--- src/rtl/cpu_controller.sv ---
// Eight-phase fetch/execute sequencer for the 8-bit RISC CPU.
// Strobes are decoded from the registered phase state, the opcode and the zero flag.
module cpu_controller #(
    parameter int PHASE_W = 3
) (
    input  logic               clock,
    input  logic               reset,
    input  logic [2:0]         opcode,
    input  logic               zero,
    output logic               sel,
    output logic               rd,
    output logic               ld_ir,
    output logic               inc_pc,
    output logic               ld_pc,
    output logic               ld_ac,
    output logic               wr,
    output logic               data_e,
    output logic               halt,
    output logic [PHASE_W-1:0] phase
);

    localparam logic [2:0] OP_HLT = 3'b000;
    localparam logic [2:0] OP_SKZ = 3'b001;
    localparam logic [2:0] OP_STO = 3'b110;
    localparam logic [2:0] OP_JMP = 3'b111;

    typedef enum logic [3:0] {
        INST_ADDR  = 4'd0,
        INST_FETCH = 4'd1,
        INST_LOAD  = 4'd2,
        IDLE       = 4'd3,
        OP_ADDR    = 4'd4,
        OP_FETCH   = 4'd5,
        ALU_OP     = 4'd6,
        STORE      = 4'd7,
        HALTED     = 4'd8
    } state_t;

    state_t state_r;
    logic   alu_op_s;
    logic   is_hlt_s;
    logic   is_skz_s;
    logic   is_sto_s;
    logic   is_jmp_s;

    // Opcodes whose operand comes from memory and whose result lands in the accumulator
    function automatic logic is_alu_op(input logic [2:0] op);
        logic res;
        case (op)
            3'b010:  res = 1'b1;
            3'b011:  res = 1'b1;
            3'b100:  res = 1'b1;
            3'b101:  res = 1'b1;
            default: res = 1'b0;
        endcase
        return res;
    endfunction

    // Opcode class decode
    always_comb begin
        alu_op_s = is_alu_op(opcode);
        is_hlt_s = (opcode == OP_HLT);
        is_skz_s = (opcode == OP_SKZ);
        is_sto_s = (opcode == OP_STO);
        is_jmp_s = (opcode == OP_JMP);
    end

    // Phase sequencer; HLT seen at OP_ADDR parks the machine until reset
    always_ff @(posedge clock or posedge reset) begin
        if (reset) begin
            state_r <= INST_ADDR;
        end else begin
            case (state_r)
                INST_ADDR:  state_r <= INST_FETCH;
                INST_FETCH: state_r <= INST_LOAD;
                INST_LOAD:  state_r <= IDLE;
                IDLE:       state_r <= OP_ADDR;
                OP_ADDR: begin
                    if (is_hlt_s) begin
                        state_r <= HALTED;
                    end else begin
                        state_r <= OP_FETCH;
                    end
                end
                OP_FETCH:   state_r <= ALU_OP;
                ALU_OP:     state_r <= STORE;
                STORE:      state_r <= INST_ADDR;
                HALTED:     state_r <= HALTED;
                default:    state_r <= INST_ADDR;
            endcase
        end
    end

    // Strobe decode of the current phase
    always_comb begin
        sel    = 1'b0;
        rd     = 1'b0;
        ld_ir  = 1'b0;
        inc_pc = 1'b0;
        ld_pc  = 1'b0;
        ld_ac  = 1'b0;
        wr     = 1'b0;
        data_e = 1'b0;
        halt   = 1'b0;
        phase  = state_r[PHASE_W-1:0];
        case (state_r)
            INST_ADDR: begin
                sel = 1'b1;
            end
            INST_FETCH: begin
                sel = 1'b1;
                rd  = 1'b1;
            end
            INST_LOAD, IDLE: begin
                sel   = 1'b1;
                rd    = 1'b1;
                ld_ir = 1'b1;
            end
            OP_ADDR: begin
                if (is_hlt_s) begin
                    halt = 1'b1;
                end else begin
                    inc_pc = 1'b1;
                end
            end
            OP_FETCH: begin
                rd = alu_op_s;
            end
            ALU_OP: begin
                rd     = alu_op_s;
                inc_pc = is_skz_s & zero;
                ld_pc  = is_jmp_s;
                data_e = is_sto_s;
            end
            STORE: begin
                rd     = alu_op_s;
                ld_ac  = alu_op_s;
                ld_pc  = is_jmp_s;
                inc_pc = is_jmp_s;
                wr     = is_sto_s;
                data_e = is_sto_s;
            end
            HALTED: begin
                halt  = 1'b1;
                phase = PHASE_W'(3'd4);
            end
            default: begin
                halt = 1'b0;
            end
        endcase
    end

endmodule

--- config.mk ---
export PLATFORM = sky130hd
export DESIGN_NAME = cpu_controller
export DESIGN_NICKNAME = d
export VERILOG_FILES = /design/src/rtl/cpu_controller.sv
export SDC_FILE = /design/constraint.sdc
export NUM_CORES = 1
export LEC_CHECK = 0
export ABC_AREA = 1
export BUFFER_PORTS_ARGS = -buffer_cell sky130_fd_sc_hd__buf_2
export CELL_PAD_IN_SITES_DETAIL_PLACEMENT = 1
export CELL_PAD_IN_SITES_GLOBAL_PLACEMENT = 1
export CORE_MARGIN = 10
export CORE_UTILIZATION = 24
export CTS_BUF_LIST = sky130_fd_sc_hd__clkbuf_16
export CTS_CLUSTER_SIZE = 25
export DETAILED_ROUTE_END_ITERATION = 7
export PLACE_DENSITY = 0.79
export SLEW_MARGIN = 40
export SYNTH_ARGS = -nofsm -noshare
export SYNTH_HDL_FRONTEND = slang
export SYNTH_SLANG_ARGS = --single-unit
--- constraint.sdc ---
create_clock -name clock -period 0.89 [get_ports clock]
set_clock_uncertainty 0.05 [all_clocks]
set_input_delay 0 -clock clock [delete_from_list [all_inputs] [get_ports clock]]
set_output_delay 0 -clock clock [all_outputs]
set_load 0.1 [all_outputs]
==> flow_summary.toml, run 1 <==
[synthesis]
yosys_register_bits = 4
synthDistinctLibCells = 15
synth_seq_area_share_pct = 28.0
syn-instance-count = 61
syn_nets = 67
yosysWarnings = 0
syn_area_um2 = 358
synth.avg_cell_area_um2 = 5.87

[placed_design]
hpwl_mm = 1.35
port-buffer-count = 17
dpl-instance-area_um2 = 782
dp.cells = 102
gp_congestion = 0.822

[clock_tree]
h-tree-depth = 1
post-cts-setup-buffer-count = 13
cts_sinks = 4
clockBufferDepth = 2
postCtsHoldBufs = 1
ctsResizeCount = 34
numCtsBuffers = 3
cts_root_buffer = "clkbuf_16"

[status]
run_status = "aborted with a tool error"
failed_stage = "clock tree synthesis (4_1_cts)"
stop_error = "[ERROR DPL-0033] detailed placement checks failed during check placement."

[floorplan]
die_x_um = 58.6
ios = 18
die_h_um = 58.6
rows = 13
initial_core_util_pct = 26.5
-- metrics by stage --
stage	util, %	hold WS (ns)	setup slack (ns)
floorplan	-	-0.284	-0.608
global placement	57.9	-0.167	-0.279
detailed placement	57.9	-0.164	-0.299
-- cells in the mapped netlist --
cell      instances  area, µm²
nand3_2           1       10.0
nor2_2            1       6.26
o21ai_1           1       5.00
nor3_1            1       5.00
nand2_2           2       12.5
inv_1            12       45.0
nand3_1           7       35.0
nand2_1          15       56.3
dfrtp_1           4        100
nor2_4            1       11.3
clkbuf_1          2       7.51
nor2_1           10       37.5
o21ai_2           1       8.76
inv_2             2       7.51
nor3_2            1       10.0
-- kinds of logic after synthesis --
family / after synthesis / synth area share (%)
simple gates: 39 / 51.4
buf+inv: 16 / 16.8
flops: 4 / 28.0
compound gates: 2 / 3.85
==> run 2, diff against run 1 <==
==> config.mk (replaced) <==
export PLATFORM = sky130hd
export DESIGN_NAME = cpu_controller
export DESIGN_NICKNAME = d
export VERILOG_FILES = /design/src/rtl/cpu_controller.sv
export SDC_FILE = /design/constraint.sdc
export NUM_CORES = 1
export LEC_CHECK = 0
export ABC_AREA = 1
export BUFFER_PORTS_ARGS = -buffer_cell sky130_fd_sc_hd__buf_2
export CORE_AREA = 10 10 71 73
export DETAILED_ROUTE_END_ITERATION = 7
export DIE_AREA = 0 0 81 83
export PLACE_DENSITY_LB_ADDON = 0.15
export SLEW_MARGIN = 40
export SYNTH_ARGS = -nofsm -noshare
export SYNTH_HDL_FRONTEND = slang
export SYNTH_SLANG_ARGS = --single-unit
==> constraint.sdc (replaced) <==
create_clock -name clock -period 1.16 [get_ports clock]
set_clock_uncertainty 0.05 [all_clocks]
set_input_delay 0 -clock clock [delete_from_list [all_inputs] [get_ports clock]]
set_output_delay 0 -clock clock [all_outputs]
set_load 0.1 [all_outputs]
==> flow_summary.toml, run 2 <==
[synthesis]
synth_fa_ha_area_share_pct = 0
synth_top_cell_area_share_pct = 28.0
syn_area_um2 = 358
synthDistinctLibCells = 15
ys.flop_type = "dfrtp_1"
yosysMostFrequentCell = "nand2_1"
synth_seq_area_share_pct = 28.0
syn_nets = 67
synth_top_family_by_area = "simple AND/OR/NAND/NOR gates"
synth-simple-area-share_pct = 51.4
synth.avg_cell_area_um2 = 5.87
synth.area.mux_share_pct = 0
yosys_register_bits = 4
synth_compound_area_share_pct = 3.85
synthTopCellsByArea = "dfrtp_1 (28%), nand2_1 (16%), inv_1 (13%)"
synth_common_cells = "nand2_1 (15), inv_1 (12), nor2_1 (10)"
async_flop_share_pct = 100
yosysWarnings = 0
synth_xor_xnor_area_share_pct = 0
synth_largest_area_cell = "dfrtp_1"
syn-instance-count = 61
synth_edf_count = 0

[sta]
post-route-min-period_ns = 1.38
worst_pin_slew_ns = 0.260
setup_slack_ns = -0.221
timing.final.crit_share_pct = 119
setup_viol = 11
fmax_mhz = 724
hold_violations = 0
holdWs_ns = 0.163
finalMaxSlewViolations = 0
relSlewSlack_pct = 82.6
rsz0062_at_grt = "true"

[setup_path]
crit_chain = "inv_2 > nand2_2 > nor2_4 > inv_2 > o21ai_4 > buf_12"
critPathCaptureType = "primary output"
start_kind = "flop"
required_ns = 1.11
crit_buf_inv = 3
path_class = "flop to primary output"
worst_path_most_repeated_cell = "inv_2"
crit_family = "flip-flops"
critPathSlowestCell = "dfrtp_2"
max_stage_delay_ns = 0.40
worstPathArrival_ns = 1.33
cp_max_fo = 3

[flow_run]
drv_cap = 0

[floorplan]
core_mm2 = 0.00363
initial_core_util_pct = 9.85
die_area_mm2 = 0.00672
die_h_um = 83
rows = 22
die_x_um = 81
ios = 18

[routing]
drt_iter0_markers = 3
routed_wl_mm = 1.37
wl_per_cell_um = 9.61
ant_nets = 0
avgViaCountPerCell = 3.35
drc_errors = 0
dr.pass1.iters = 3
route.vias.total = 475

[final_layout]
num_antenna_cells = 0
top_regs = "state_r: 4 flops"
nNetsFinal = 102
area_delta_synth_final_pct = 171
layout_commonest_cell = "buf_12"
final_cell_mix = "buf_12 (12), nand2_1 (10), buf_4 (9)"
largest_reg_flops = 4
drive_above_1_share_pct = 68.1
fillers = 418
largest_register = "state_r"

[status]
violations = "negative setup slack"
run_status = "complete, but fails checks"

[clock_tree]
tritoncts = "done"
numCtsBuffers = 3
cts_root_buffer = "clkbuf_8"
clkTransAtPathRegs_ns = 0.03
cts_sinks = 4
h-tree-depth = 1
clockBufferDepth = 2
clock_latency_ns = 0.22

[placed_design]
port-buffer-count = 17
place_ws_ns = -0.0450
hpwl_mm = 1.14
gp_congestion = 0.817

[grt]
met3_usage_pct = 1.40
overflow = 0
top_usage_layer = "met2"
antenna_found_initial = 0
grtUsageMet2_pct = 6.63
grt_pass1_vias = 505
grt_first_pass_wirelength_mm = 2.15
grt.total_usage_pct = 4.21
grt_use_met1_pct = 4.24
grt_max_degree = 5

[min_path]
hp-class = "input pin to async pin"
## run 2: cell counts after synthesis
No cell type changed its count.
## run 2: through the flow
step                setup TNS, ns  instances  instance area (µm²)  utilization (%)
detailed placement        -0.0832        132                  788             21.7
finish                      -1.43        142                  970             26.7
floorplan                   -2.41         61                  412                -
global route                -2.05        142                  970             26.7
CTS                         -1.60        139                  900             24.8
global placement          -0.0511        132                  788             21.7
## run 2: worst register-to-register path, cell delays in order, from the launching register on
cell,delay [ns]
dfrtp_2,0.40
buf_6,0.12
buf_4,0.14
nand3_4,0.11
buf_6,0.11
buf_6,0.08
o21ai_2,0.04
## run 2: kinds of logic after synthesis
group           Yosys count
simple gates             39
flops                     4
buf+inv                  16
compound gates            2
## run 2: area by class of cell
type	instances	area, µm²	share of cell area [%]
multi-input cells	41	305	31.5
clock buffers	3	41.3	4.26
inverters	14	62.6	6.45
well taps	48	60.1	6.19
repair buffers	32	399	41.2
flip-flops and latches	4	101	10.5
## run 2: path summary, 6_finish.rpt
check	start	endpoint	slack, ns	cells after the start
worst max-delay path	state_r[3]	halt	-0.22	6
worst min-delay path	reset	state_r[1]	0.16	3
worst max register to register	state_r[3]	state_r[3]	-0.01	6
worst min register to register	state_r[1]	state_r[1]	0.61	3
max in group asynchronous	reset	state_r[3]	0.72	3
min in group clock	opcode[2]	state_r[3]	0.21	4
## run 2: routing by layer
| metal | vias to the layer above | part of all wire (%) |
|---|---|---|
| li1 | 251 | - |
| met1 | 205 | 42 |
| met2 | 14 | 49 |
| met3 | 5 | 5.1 |
| met4 | 0 | 4.1 |
| met5 | - | 0 |
## run 2: what timing repair did
| item | CTS | global route |
|---|---|---|
| gates cloned | 0 | 0 |
| pin swaps | 5 | 6 |
| endpoints found under the hold margin | 4 | 0 |
| setup buffers | 3 | 4 |
| gates resized for setup | 12 | 13 |
| setup endpoints to repair | 12 | 12 |
| hold buffers | 1 | 0 |
Power of run 2 is not shown: default switching activity piles up to over one toggle a cycle in this logic, so the estimate is an artifact.
==> run 3, diff against run 2 <==
==> constraint.sdc (replaced) <==
create_clock -name clock -period 1.16 [get_ports clock]
set_clock_uncertainty 0.05 [all_clocks]
set_input_delay 0.116 -clock clock [delete_from_list [all_inputs] [get_ports clock]]
set_output_delay 0.116 -clock clock [all_outputs]
set_load 0.005 [all_outputs]
==> flow_summary.toml, run 3 (synthesis results as in run 2) <==
[routing]
route.vias.total = 464
drc_errors = 0
dr.pass1.iters = 4
avgViaCountPerCell = 3.29
wl_per_cell_um = 9.19
ant_nets = 0
drt_iter0_markers = 27
routed_wl_mm = 1.30

[setup_path]
path_class = "flop to primary output"
cp_max_fo = 4
worstPathArrival_ns = 1.20
critPathSlowestCell = "dfrtp_1"
critPathCaptureType = "primary output"
r2r-start = "state_r[3]"
worst_path_most_repeated_cell = "inv_2"
max_stage_delay_ns = 0.41
crit_chain = "inv_2 > nand2_4 > nor2_4 > inv_2 > o21ai_1 > buf_2"
required_ns = 0.99
setup.worst_path.start = "state_r[1]"
start_kind = "flop"

[pwr]
p_sw_uw = 675
leakage_nw = 0.389
power_frac_comb_pct = 65.8
swShare_pct = 41.6
p_seq_share_pct = 16.6
power_density_mw_per_mm2 = 2280
p_int_uw = 946
ir_drop_uv = 425
power.share.clock_pct = 17.6

[sta]
timing.final.crit_share_pct = 117
fin_setup_tns_ns = -1.35
finalMaxSlewViolations = 0
relSlewSlack_pct = 88.3
setup_slack_ns = -0.202
hold_violations = 0
post-route-min-period_ns = 1.36
setup_viol = 10
fmax_mhz = 734
worst_pin_slew_ns = 0.175
rsz0062_at_grt = "true"

[final_layout]
nNetsFinal = 101
top_regs = "state_r: 4 flops"
largest_reg_flops = 4
largest_register = "state_r"
final_cell_mix = "buf_2 (15), nand2_1 (12), buf_4 (10)"
area_delta_synth_final_pct = 99.0
layout.cells.non_filler = 141
layout_commonest_cell = "buf_2"
num_antenna_cells = 0
drive_above_1_share_pct = 59.1

[clock_tree]
tritoncts = "done"
clkTransAtPathRegs_ns = 0.03
h-tree-depth = 1
numCtsBuffers = 3
clock_latency_ns = 0.21
cts_sinks = 4
clockBufferDepth = 2
cts_root_buffer = "clkbuf_8"

[grt]
grt.total_usage_pct = 4.16
grt_pass1_vias = 500
antenna_found_initial = 0
overflow = 0
grt_max_degree = 6
grt_first_pass_wirelength_mm = 2.22

[placed_design]
port-buffer-count = 17
dp.cells = 133
hpwl_mm = 1.08
gp_congestion = 0.660
place_ws_ns = 0.0206

[floorplan]
die_x_um = 81
core_mm2 = 0.00363
die_area_mm2 = 0.00672
ios = 18
initial_core_util_pct = 9.85
rows = 22
die_h_um = 83

[min_path]
hp-class = "input pin to flop"
min_from = "opcode[2]"

[flow_run]
drv_cap = 0

[status]
run_status = "complete, but fails checks"
violations = "negative setup slack"
run 3: changes by cell type in the layout (fill, tap and decap cells not counted), sizes merged:
cell / previous run / this run
clkinvlp: 2 / 0
inv: 12 / 14
buf: 31 / 30
run 3: routing by layer:
layer / track usage, % / up-vias / wire [µm]
li1: - / 247 / -
met1: 4.66 / 209 / 549
met2: 6.92 / 8 / 703
met3: 1.62 / 0 / 43
met4: 1.41 / 0 / 0
met5: 0 / - / 0
run 3: area by class of cell:
cell class                 instances  area, µm²
inverter                          14       52.6
timing repair buffer              31        216
multi-input combinational         41        240
clock buffer                       3       41.3
tap                               48       60.1
sequential                         4        101
fill                             425       2920
run 3: final timing paths:
check | slack, ns | end | cells after the start
worst max-delay path | -0.20 | halt | 6
worst min-delay path | 0.27 | state_r[3] | 4
worst max register to register | 0.01 | state_r[2] | 7
worst min register to register | 0.55 | state_r[1] | 2
max in group asynchronous | 0.60 | state_r[2] | 3
min in group asynchronous | 0.29 | state_r[0] | 3
run 3: power by group through the flow:
stage | clock, mW | sequential [mW] | combinational, mW
finish | 0.286 | 0.269 | 1.07
global route | 0.311 | 0.281 | 1.20
CTS | 0.297 | 0.267 | 0.918
detailed placement | 0 | 0.257 | 0.807
global placement | 0 | 0.259 | 0.837
floorplan | 0 | 0.248 | 0.435
run 3: repair_timing:
action                                  CTS  global route
gates resized for setup                   5            17
hold endpoints to repair                  4             0
endpoints found under the setup margin   10            14
pin swaps                                 2            10
gates cloned                              0             0
hold buffers                              1             0
buffers inserted                          3             4
run 3: critical path, delay by kind of cell, from the launching register on:
kind / cells / cell delay [ns]
flops: 1 / 0.41
buf+inv: 3 / 0.26
simple gates: 2 / 0.19
compound gates: 1 / 0.11
run 3: through the flow:
step	hold slack (ns)	power, mW	utilization, %	cell area, µm²
floorplan	-0.168	0.683	-	358
global placement	-0.0411	1.10	15.5	563
global route	0.299	1.79	19.6	712
detailed placement	-0.0352	1.06	15.5	563
CTS	0.251	1.48	17.8	647
finish	0.265	1.62	19.6	712
No activity file was read; power rests on OpenSTA's default activity.
